--- config.mk ---
export PLATFORM = sky130hd
export DESIGN_NAME = sphere_job_dispatcher
export DESIGN_NICKNAME = d
export VERILOG_FILES = /design/src/rtl/sphere_job_pkg.sv /design/src/rtl/sync_2ff.sv /design/src/rtl/sphere_job_dispatcher.sv
export SDC_FILE = /design/constraint.sdc
export NUM_CORES = 1
export LEC_CHECK = 0
export ABC_AREA = 1
export CORE_AREA = 2 2 238 240
export CTS_CLUSTER_SIZE = 24
export DETAILED_ROUTE_END_ITERATION = 6
export DIE_AREA = 0 0 240 242
export GPL_ROUTABILITY_DRIVEN = 0
export PLACE_DENSITY_LB_ADDON = 0.25
export SYNTH_ARGS = -nofsm -noshare
export SYNTH_HDL_FRONTEND = slang
export SYNTH_SLANG_ARGS = --single-unit
--- constraint.sdc ---
create_clock -name clk -period 4.2 [get_ports clk]
set_clock_uncertainty 0.2 [all_clocks]
set_input_delay 0.84 -clock clk [delete_from_list [all_inputs] [get_ports clk]]
set_output_delay 0.84 -clock clk [all_outputs]
set_load 0.005 [all_outputs]
--- src/rtl/sphere_job_pkg.sv ---
`default_nettype none
// ============================================================================
// Module      : sphere_job_pkg
// Description : Shared types and constants for the sphere collision job
//               dispatcher (FSM states, word indices, status layout).
// Revision    : 1.0 - initial release
// ============================================================================
package sphere_job_pkg;

    typedef enum logic [2:0] {
        S_LOAD    = 3'd0,
        S_START   = 3'd1,
        S_RUN     = 3'd2,
        S_CAPTURE = 3'd3,
        S_DRAIN   = 3'd4
    } state_t;

    localparam int JOB_WORDS = 10;
    localparam int RES_WORDS = 10;

    localparam int ST_RET     = 0;
    localparam int ST_TIMEOUT = 1;
    localparam int ST_TAG_LSB = 8;

    // Job word order as sent by the host
    localparam logic [3:0] IDX_X1 = 4'd0;
    localparam logic [3:0] IDX_Y1 = 4'd1;
    localparam logic [3:0] IDX_Z1 = 4'd2;
    localparam logic [3:0] IDX_R1 = 4'd3;
    localparam logic [3:0] IDX_X2 = 4'd4;
    localparam logic [3:0] IDX_Y2 = 4'd5;
    localparam logic [3:0] IDX_Z2 = 4'd6;
    localparam logic [3:0] IDX_R2 = 4'd7;
    localparam logic [3:0] IDX_G1 = 4'd8;
    localparam logic [3:0] IDX_G2 = 4'd9;

    // Result record order as returned to the host
    localparam logic [3:0] RES_STATUS = 4'd0;
    localparam logic [3:0] RES_CX     = 4'd1;
    localparam logic [3:0] RES_CY     = 4'd2;
    localparam logic [3:0] RES_CZ     = 4'd3;
    localparam logic [3:0] RES_NX     = 4'd4;
    localparam logic [3:0] RES_NY     = 4'd5;
    localparam logic [3:0] RES_NZ     = 4'd6;
    localparam logic [3:0] RES_DEPTH  = 4'd7;
    localparam logic [3:0] RES_G1     = 4'd8;
    localparam logic [3:0] RES_G2     = 4'd9;

    function automatic logic [31:0] make_status(input logic [7:0] tag,
                                                input logic       timeout,
                                                input logic       ret);
        logic [31:0] s;
        s                   = '0;
        s[ST_RET]           = ret;
        s[ST_TIMEOUT]       = timeout;
        s[ST_TAG_LSB +: 8]  = tag;
        return s;
    endfunction

endpackage
`default_nettype wire

--- src/rtl/sync_2ff.sv ---
`default_nettype none
// ============================================================================
// Module      : sync_2ff
// Description : 1-bit two-flop synchroniser, asynchronous active-low reset.
// Revision    : 1.0 - initial release
// ============================================================================
module sync_2ff (
    input  logic clk,
    input  logic rst,
    input  logic i_d,
    output logic o_q
);

    logic r_meta;
    logic r_sync;

    always_ff @(posedge clk or negedge rst) begin
        if (!rst) begin
            r_meta <= 1'b0;
            r_sync <= 1'b0;
        end else begin
            r_meta <= i_d;
            r_sync <= r_meta;
        end
    end

    assign o_q = r_sync;

endmodule
`default_nettype wire

--- src/rtl/sphere_job_dispatcher.sv ---
`default_nettype none
// ============================================================================
// Module      : sphere_job_dispatcher
// Description : Loads a 10-word collision job, runs the external sphere core
//               with timeout, and streams back a 10-word contact record.
// Revision    : 1.0 - initial release
// ============================================================================
module sphere_job_dispatcher
    import sphere_job_pkg::*;
#(
    parameter int RST_HOLD       = 2,
    parameter int TIMEOUT_CYCLES = 4096
) (
    input  logic        clk,
    input  logic        rst,
    input  logic [31:0] wr_data,
    input  logic        wr_valid,
    output logic        wr_ready,
    output logic [31:0] rd_data,
    output logic        rd_valid,
    input  logic        rd_ready,
    output logic        busy,
    output logic [31:0] core_x1,
    output logic [31:0] core_y1,
    output logic [31:0] core_z1,
    output logic [31:0] core_r1,
    output logic [31:0] core_x2,
    output logic [31:0] core_y2,
    output logic [31:0] core_z2,
    output logic [31:0] core_r2,
    output logic [31:0] core_g1,
    output logic [31:0] core_g2,
    output logic        core_rst,
    input  logic        core_done,
    input  logic        core_ret,
    input  logic [31:0] core_cx,
    input  logic [31:0] core_cy,
    input  logic [31:0] core_cz,
    input  logic [31:0] core_nx,
    input  logic [31:0] core_ny,
    input  logic [31:0] core_nz,
    input  logic [31:0] core_depth
);

    // One counter serves both the START hold and the RUN timeout
    localparam int c_CNT_MAX = (TIMEOUT_CYCLES > RST_HOLD) ? TIMEOUT_CYCLES : RST_HOLD;
    localparam int c_CNT_W   = (c_CNT_MAX > 1) ? $clog2(c_CNT_MAX) : 1;
    localparam logic [c_CNT_W-1:0] c_HOLD_LAST = c_CNT_W'(RST_HOLD - 1);
    localparam logic [c_CNT_W-1:0] c_TO_LAST   = c_CNT_W'(TIMEOUT_CYCLES - 1);
    localparam logic [3:0] c_JOB_LAST = 4'(JOB_WORDS - 1);
    localparam logic [3:0] c_RES_LAST = 4'(RES_WORDS - 1);

    state_t                        r_state;
    logic [3:0]                    r_idx;
    logic [3:0]                    r_ridx;
    logic [7:0]                    r_tag;
    logic [c_CNT_W-1:0]            r_cnt;
    logic                          r_core_rst;
    logic                          r_timeout;
    logic                          r_ret;
    logic [JOB_WORDS-1:0][31:0]    r_ops;
    logic [6:0][31:0]              r_contact;
    logic                          w_done_s;
    logic [31:0]                   w_rd_data;

    sync_2ff u_done_sync (
        .clk (clk),
        .rst (rst),
        .i_d (core_done),
        .o_q (w_done_s)
    );

    always_ff @(posedge clk or negedge rst) begin
        if (!rst) begin
            r_state    <= S_LOAD;
            r_idx      <= '0;
            r_ridx     <= '0;
            r_tag      <= '0;
            r_cnt      <= '0;
            r_core_rst <= 1'b0;
            r_timeout  <= 1'b0;
            r_ret      <= 1'b0;
            r_ops      <= '0;
            r_contact  <= '0;
        end else begin
            case (r_state)
                S_LOAD: begin
                    if (wr_valid) begin
                        r_ops[r_idx] <= wr_data;
                        if (r_idx == c_JOB_LAST) begin
                            r_idx   <= '0;
                            r_cnt   <= '0;
                            r_state <= S_START;
                        end else begin
                            r_idx <= r_idx + 4'd1;
                        end
                    end
                end
                S_START: begin
                    if (r_cnt == c_HOLD_LAST) begin
                        r_cnt      <= '0;
                        r_core_rst <= 1'b1;
                        r_state    <= S_RUN;
                    end else begin
                        r_cnt <= r_cnt + c_CNT_W'(1);
                    end
                end
                S_RUN: begin
                    // A done arriving on the timeout cycle still counts as done
                    if (w_done_s) begin
                        r_timeout <= 1'b0;
                        r_state   <= S_CAPTURE;
                    end else if (r_cnt == c_TO_LAST) begin
                        r_timeout <= 1'b1;
                        r_state   <= S_CAPTURE;
                    end else begin
                        r_cnt <= r_cnt + c_CNT_W'(1);
                    end
                end
                S_CAPTURE: begin
                    r_ret        <= core_ret & ~r_timeout;
                    r_contact[0] <= r_timeout ? '0 : core_cx;
                    r_contact[1] <= r_timeout ? '0 : core_cy;
                    r_contact[2] <= r_timeout ? '0 : core_cz;
                    r_contact[3] <= r_timeout ? '0 : core_nx;
                    r_contact[4] <= r_timeout ? '0 : core_ny;
                    r_contact[5] <= r_timeout ? '0 : core_nz;
                    r_contact[6] <= r_timeout ? '0 : core_depth;
                    r_state      <= S_DRAIN;
                end
                S_DRAIN: begin
                    if (rd_ready) begin
                        if (r_ridx == c_RES_LAST) begin
                            r_ridx     <= '0;
                            r_tag      <= r_tag + 8'd1;
                            r_core_rst <= 1'b0;
                            r_state    <= S_LOAD;
                        end else begin
                            r_ridx <= r_ridx + 4'd1;
                        end
                    end
                end
                default: r_state <= S_LOAD;
            endcase
        end
    end

    always_comb begin
        w_rd_data = '0;
        if (r_state == S_DRAIN) begin
            case (r_ridx)
                RES_STATUS: w_rd_data = make_status(r_tag, r_timeout, r_ret);
                RES_CX:     w_rd_data = r_contact[0];
                RES_CY:     w_rd_data = r_contact[1];
                RES_CZ:     w_rd_data = r_contact[2];
                RES_NX:     w_rd_data = r_contact[3];
                RES_NY:     w_rd_data = r_contact[4];
                RES_NZ:     w_rd_data = r_contact[5];
                RES_DEPTH:  w_rd_data = r_contact[6];
                RES_G1:     w_rd_data = r_ops[IDX_G1];
                RES_G2:     w_rd_data = r_ops[IDX_G2];
                default:    w_rd_data = '0;
            endcase
        end
    end

    assign wr_ready = (r_state == S_LOAD);
    assign rd_valid = (r_state == S_DRAIN);
    assign busy     = (r_state != S_LOAD) || (r_idx != 4'd0);
    assign rd_data  = w_rd_data;
    assign core_rst = r_core_rst;

    assign core_x1 = r_ops[IDX_X1];
    assign core_y1 = r_ops[IDX_Y1];
    assign core_z1 = r_ops[IDX_Z1];
    assign core_r1 = r_ops[IDX_R1];
    assign core_x2 = r_ops[IDX_X2];
    assign core_y2 = r_ops[IDX_Y2];
    assign core_z2 = r_ops[IDX_Z2];
    assign core_r2 = r_ops[IDX_R2];
    assign core_g1 = r_ops[IDX_G1];
    assign core_g2 = r_ops[IDX_G2];

endmodule
`default_nettype wire

== Yosys cells after proc, flatten, opt, wreduce, memory -nomap -nowiden ==
Cells that the tools add are included.
Cells by class
  multiplexer cells: 34
  add/subtract/negate cells: 4
  reductions and logical operators: 16
  equality and inequality tests: 24
  bitwise logic cells: 2
  magnitude comparators: 2
Operator list (count)
  $bwmux 320: 1
  $pmux 32 s10: 1
  $mux 32: 9
  $demux 32 s4: 1
  $mux 12: 5
  $pmux 12 s3: 1
  $mux 3: 7
  $eq 4x3->1 const B: 4
  $pmux 3 s5: 1
  $add 12x1->12 const B: 1
  $eq 12x1->1 const B: 1
  $eq 12x12->1 const B: 1
  $eq 4x4->1 const B: 3
  $add 4x1->4 const B: 2
  $add 8x1->8 const B: 1
  $eq 4x2->1 const B: 2
  $mux 4: 2
  $ne 2x2->1 const B: 4
  $eq 3x2->1 const B: 2
  $ne 2x1->1 const B: 3
  $reduce_and 2->1: 3
  $reduce_and 6->1: 1
  $reduce_bool 3->1: 2
  $lt 4x5->1 const B: 1
  18 further kinds: 23
Storage, ports and cells
  register bits after elaboration: 580

== Depth between registers and ports, before layout ==
  depth after elaboration: 5
  mapped depth: 11
  mapped depth without buffers: 10

== Cells and area by module ==
Synthesis repeated with hierarchy kept, for this count alone.
Second synthesis, totals
  cells, all modules: 2843
  area, all modules: 24410.9 um^2
Modules (own cells, without submodules)
  sphere_job_dispatcher: instances 1, area each 24360.9 um^2, sequential area each 14463.9 um^2, cells an instance 2841
  sync_2ff: instances 1, area each 50.0 um^2, sequential area each 50.0 um^2, cells an instance 2

== Worst setup path before layout ==
No wires, ideal clock.
  kind: register to output
  from: register r_ridx[2]
  to: output port rd_data[16]
  cell stages (with the launch flop): 9
  path buffers: 1
  data arrival time: 1.409 ns
  setup slack: 1.751 ns
  cell sequence: dfrtp_1 -> inv_1 -> nand2_1 -> nor2_4 -> clkbuf_1 -> nand2_1 -> o21ai_0 -> a21oi_1 -> a21oi_1
Between the ends
  cells in the longest elaborated chain, start to end: 3
Ends and longest elaborated chain
  start: declaration: RTL line sphere_job_dispatcher.sv:55  | logic [3:0] r_ridx;
  start signal: assignment: RTL line sphere_job_dispatcher.sv:139  | r_ridx <= r_ridx + 4'd1;
  $eq 4x4->1, or another cell as far along: RTL line sphere_job_dispatcher.sv:151  | case (r_ridx)
  $pmux 32 s10 *: RTL line sphere_job_dispatcher.sv:151
  $mux 32 *: RTL line sphere_job_dispatcher.sv:150  | if (r_state == S_DRAIN) begin
  end: declaration: RTL line sphere_job_dispatcher.sv:19  | output logic [31:0] rd_data,
Mark *: on every way between the ends. The rest lies on a longest branch, timed or not.

== Worst setup path in the final report ==
  from: register r_ridx[1]
  to: output port rd_data[2]
Same word-level chain as after synthesis.

==> key figures <==
Floorplanning
  – Core box area: 55700 µm²
  – Chip height: 242 µm
  – Die Span X: 240 µm
  – FP Rows: 87
  – Initial Util: 43.9%
  – IO Count: 618
  – Full die area: 58100 µm²

Drt
  – Total number of vias: 22700
  – Wire per inst: 22.0 µm
  – Initial DRC count: 2176
  – Post-DRT Antenna Nets: 0
  – Post-DR vias/cell: 5.41
  – Drt first pass iters: 6
  – Routed WL: 92.4 mm
  – Remaining DRCs: 0

STA
  – FMAX: 246 MHz
  – Setup TNS: 0 ns
  – Unrepaired setup endpoints after global routing: false
  – Setup violators final: 0
  – Slew headroom: 32.1%
  – Final period util: 96.9%
  – Minimum clock period: 4.07 ns
  – Final hold viol count: 0
  – Slew at the pin closest to its max-slew limit: 1.02 ns
  – Setup ws final: 0.130 ns
  – Final Max Tran Viols: 0

Clock tree
  – # clock sinks: 580
  – H-tree depth: 2
  – CTS buffer count: 60
  – Root buffer cell: clkbuf_16
  – Clk buf depth: 3
  – CTS tree: done
  – Clock-pin slew of the registers on the worst-case setup and hold paths: 0.06 ns
  – Worst skew pair latency: 0.62 ns

Critical path
  – Top cell family by delay on the critical path: buffers and inverters
  – Critical Path Start Type: register
  – Worst Path Buf+Inv: 3
  – CP dominant cell by count: nand2_1
  – CP Class: register to output pin
  – Critical path startpoint: r_ridx[1]
  – Reg2Reg Depth: 9
  – CP max stage delay: 0.57 ns
  – CP endpoint kind: output pin
  – Worst r2r src: r_ridx[2]
  – Crit path cell chain: inv_1 -> nand2_1 -> nor2_2 -> buf_4 -> nand2_1 -> nand3_1 -> nor2_1 -> a21oi_1 -> clkdlybuf4s50_1
  – Crit-path slowest cell: clkdlybuf4s50_1
  – CP max FO: 27
  – Required @ worst endpoint: 3.16 ns
  – Critical path depth: 9
  – Arrival time worst endpoint: 3.03 ns

Global routing
  – Global route overflow: 0
  – Total GRT Usage: 31.5%
  – Largest net degree at the start of global routing: 177
  – Number of global-route vias before repair: 22500
  – First-pass GRT wire length: 139 mm
  – Initial antenna violation count: 7

Finish
  – Area of the multi-input gates: 8650 µm²
  – Post-layout util: 60.0%
  – Area grow syn2layout: 36.8%
  – Storage cell area: 14500 µm²
  – Share of cells above drive strength 1: 4.84%
  – Non-filler cells, final: 4207
  – NumNets Final: 3663
  – Filler cells: 4848

Pwr
  – Leak: 15.3 nW
  – Power per cell area: 771 nW/µm²
  – Peak VDD IR: 0.000539 V
  – Total power: 0.0258 W
  – Gate power share: 39.0%
  – Reg power frac: 39.0%
  – Clk pwr share: 22.0%
  – Internal: 0.0164 W
  – Switching fraction of total power: 36.5%
  – P_sw: 0.00942 W

Hold path
  – Hold-critical path depth: 0
  – Hold Startpoint: u_done_sync.r_meta
  – Worst Hold Class: register to register

Status
  – Status: completed

Logic synthesis
  – Seq cells post-synth: 580
  – Most used DFF post-synth: dfrtp_1
  – Top-count cell post-synth: nand2_1
  – Post-Syn Nets: 3115
  – Register area share after synthesis: 59.4%
  – Yosys cell types: 29
  – Ys async rst share: 100%
  – Top-area cell type share of the netlist area: 59.4%
  – Synth top cells by count: 810 x nand2_1, 580 x dfrtp_1, 323 x nand3_1
  – Mapped Area: 24500 µm²
  – YS warnings: 0
  – Yosys top cell by area: dfrtp_1
  – Post-synth EDFFs: 0
  – Synth Area per Inst: 8.58 µm²
  – Top cells by area, synth: dfrtp_1 59%, nand2_1 12%, nand3_1 6.6%
  – Mapped Cells: 2850

Placed design
  – Worst slack, placed: 0.727 ns
  – Final HPWL DP: 65.9 mm
  – Inst Count DP: 4090
  – I/O Buffers: 617

Run
  – Max_cap viols: 0
[worst paths after layout]
kind                              endpoint  slack (ns)
max in group asynchronous      core_x2[16]        2.23
min reg2reg                u_done_sync.o_q        0.16
max reg2reg                       r_tag[4]        1.65
min                        u_done_sync.o_q        0.16
min in group asynchronous   r_contact[148]        0.51
max                             rd_data[2]        0.13
[stage by stage]
step | hold slack [ns] | instance area, µm²
3_5_place_dp | 0.148 | 31300
3_3_place_gp | 0.146 | 31300
4_1_cts | 0.162 | 33400
5_1_grt | 0.166 | 33400
6_report | 0.164 | 33400
2_1_floorplan | 0.131 | 24500
[metal layers]
metal,up-vias,part of all wire [%],GRT usage [%]
li1,10300,-,-
met1,11100,40,41.9
met2,1162,46,48.8
met3,187,11,9.87
met4,4,3.3,10.7
met5,-,0.027,0
[cells by family after synthesis]
| kind of cell | share of synthesized area [%] |
|---|---|
| AOI/OAI and AO/OA | 10.5 |
| xor gates and xnor gates | 0.466 |
| adders and majority gates | 0.154 |
| and+or+nand+nor | 24.1 |
| DFF | 59.4 |
| buffers and inverters | 5.45 |
[layout make-up]
type / count / area share [%]
multi-input combinational: 1937 / 25.9
timing repair buffer: 654 / 19.7
tap: 756 / 2.83
inverter: 165 / 1.90
sequential: 580 / 43.4
antenna: 4 / 0.0299
clock buffer: 86 / 5.20
clock inverter: 25 / 1.10
[sequential cells by signal, summed over array words and instances (netlist names), 32 cells and up]
register / cells
core_y1: 32
core_r2: 32
core_z2: 32
core_z1: 32
core_x1: 32
core_r1: 32
r_contact: 224
core_x2: 32
core_g2: 32
core_y2: 32
core_g1: 32
[what timing repair did]
item,CTS,global route
hold buffers,1,0
hold endpoints to repair,28,0
gates resized for setup,0,4
setup buffers,0,1
endpoints found under the setup margin,0,26
[power by group through the flow]
stage                     registers, W  logic, W  clock network (W)
after detailed placement        0.0100   0.00994                  0
after CTS                       0.0100    0.0100            0.00574
after floorplan                0.00975   0.00415                  0
final                           0.0101    0.0101            0.00567
after global placement         0.00997   0.00979                  0
after global routing            0.0103    0.0109            0.00596
[layout by cell type, fill, tap and decap left out, drive strengths merged, types with 2 or more instances in the layout]
cell           count
a21oi            244
buf               37
bufinv             8
clkbuf            86
clkdlybuf4s50    616
clkinv            46
clkinvlp           2
dfrtp            580
diode              4
ha                 3
inv              134
nand2            812
nand3            323
nand4              4
nor2             286
nor3               7
o211ai             4
o21a              33
o21ai            196
o22ai              7
o31ai              2
xor2              12
Note: power is estimated with default switching activity, not from simulation.
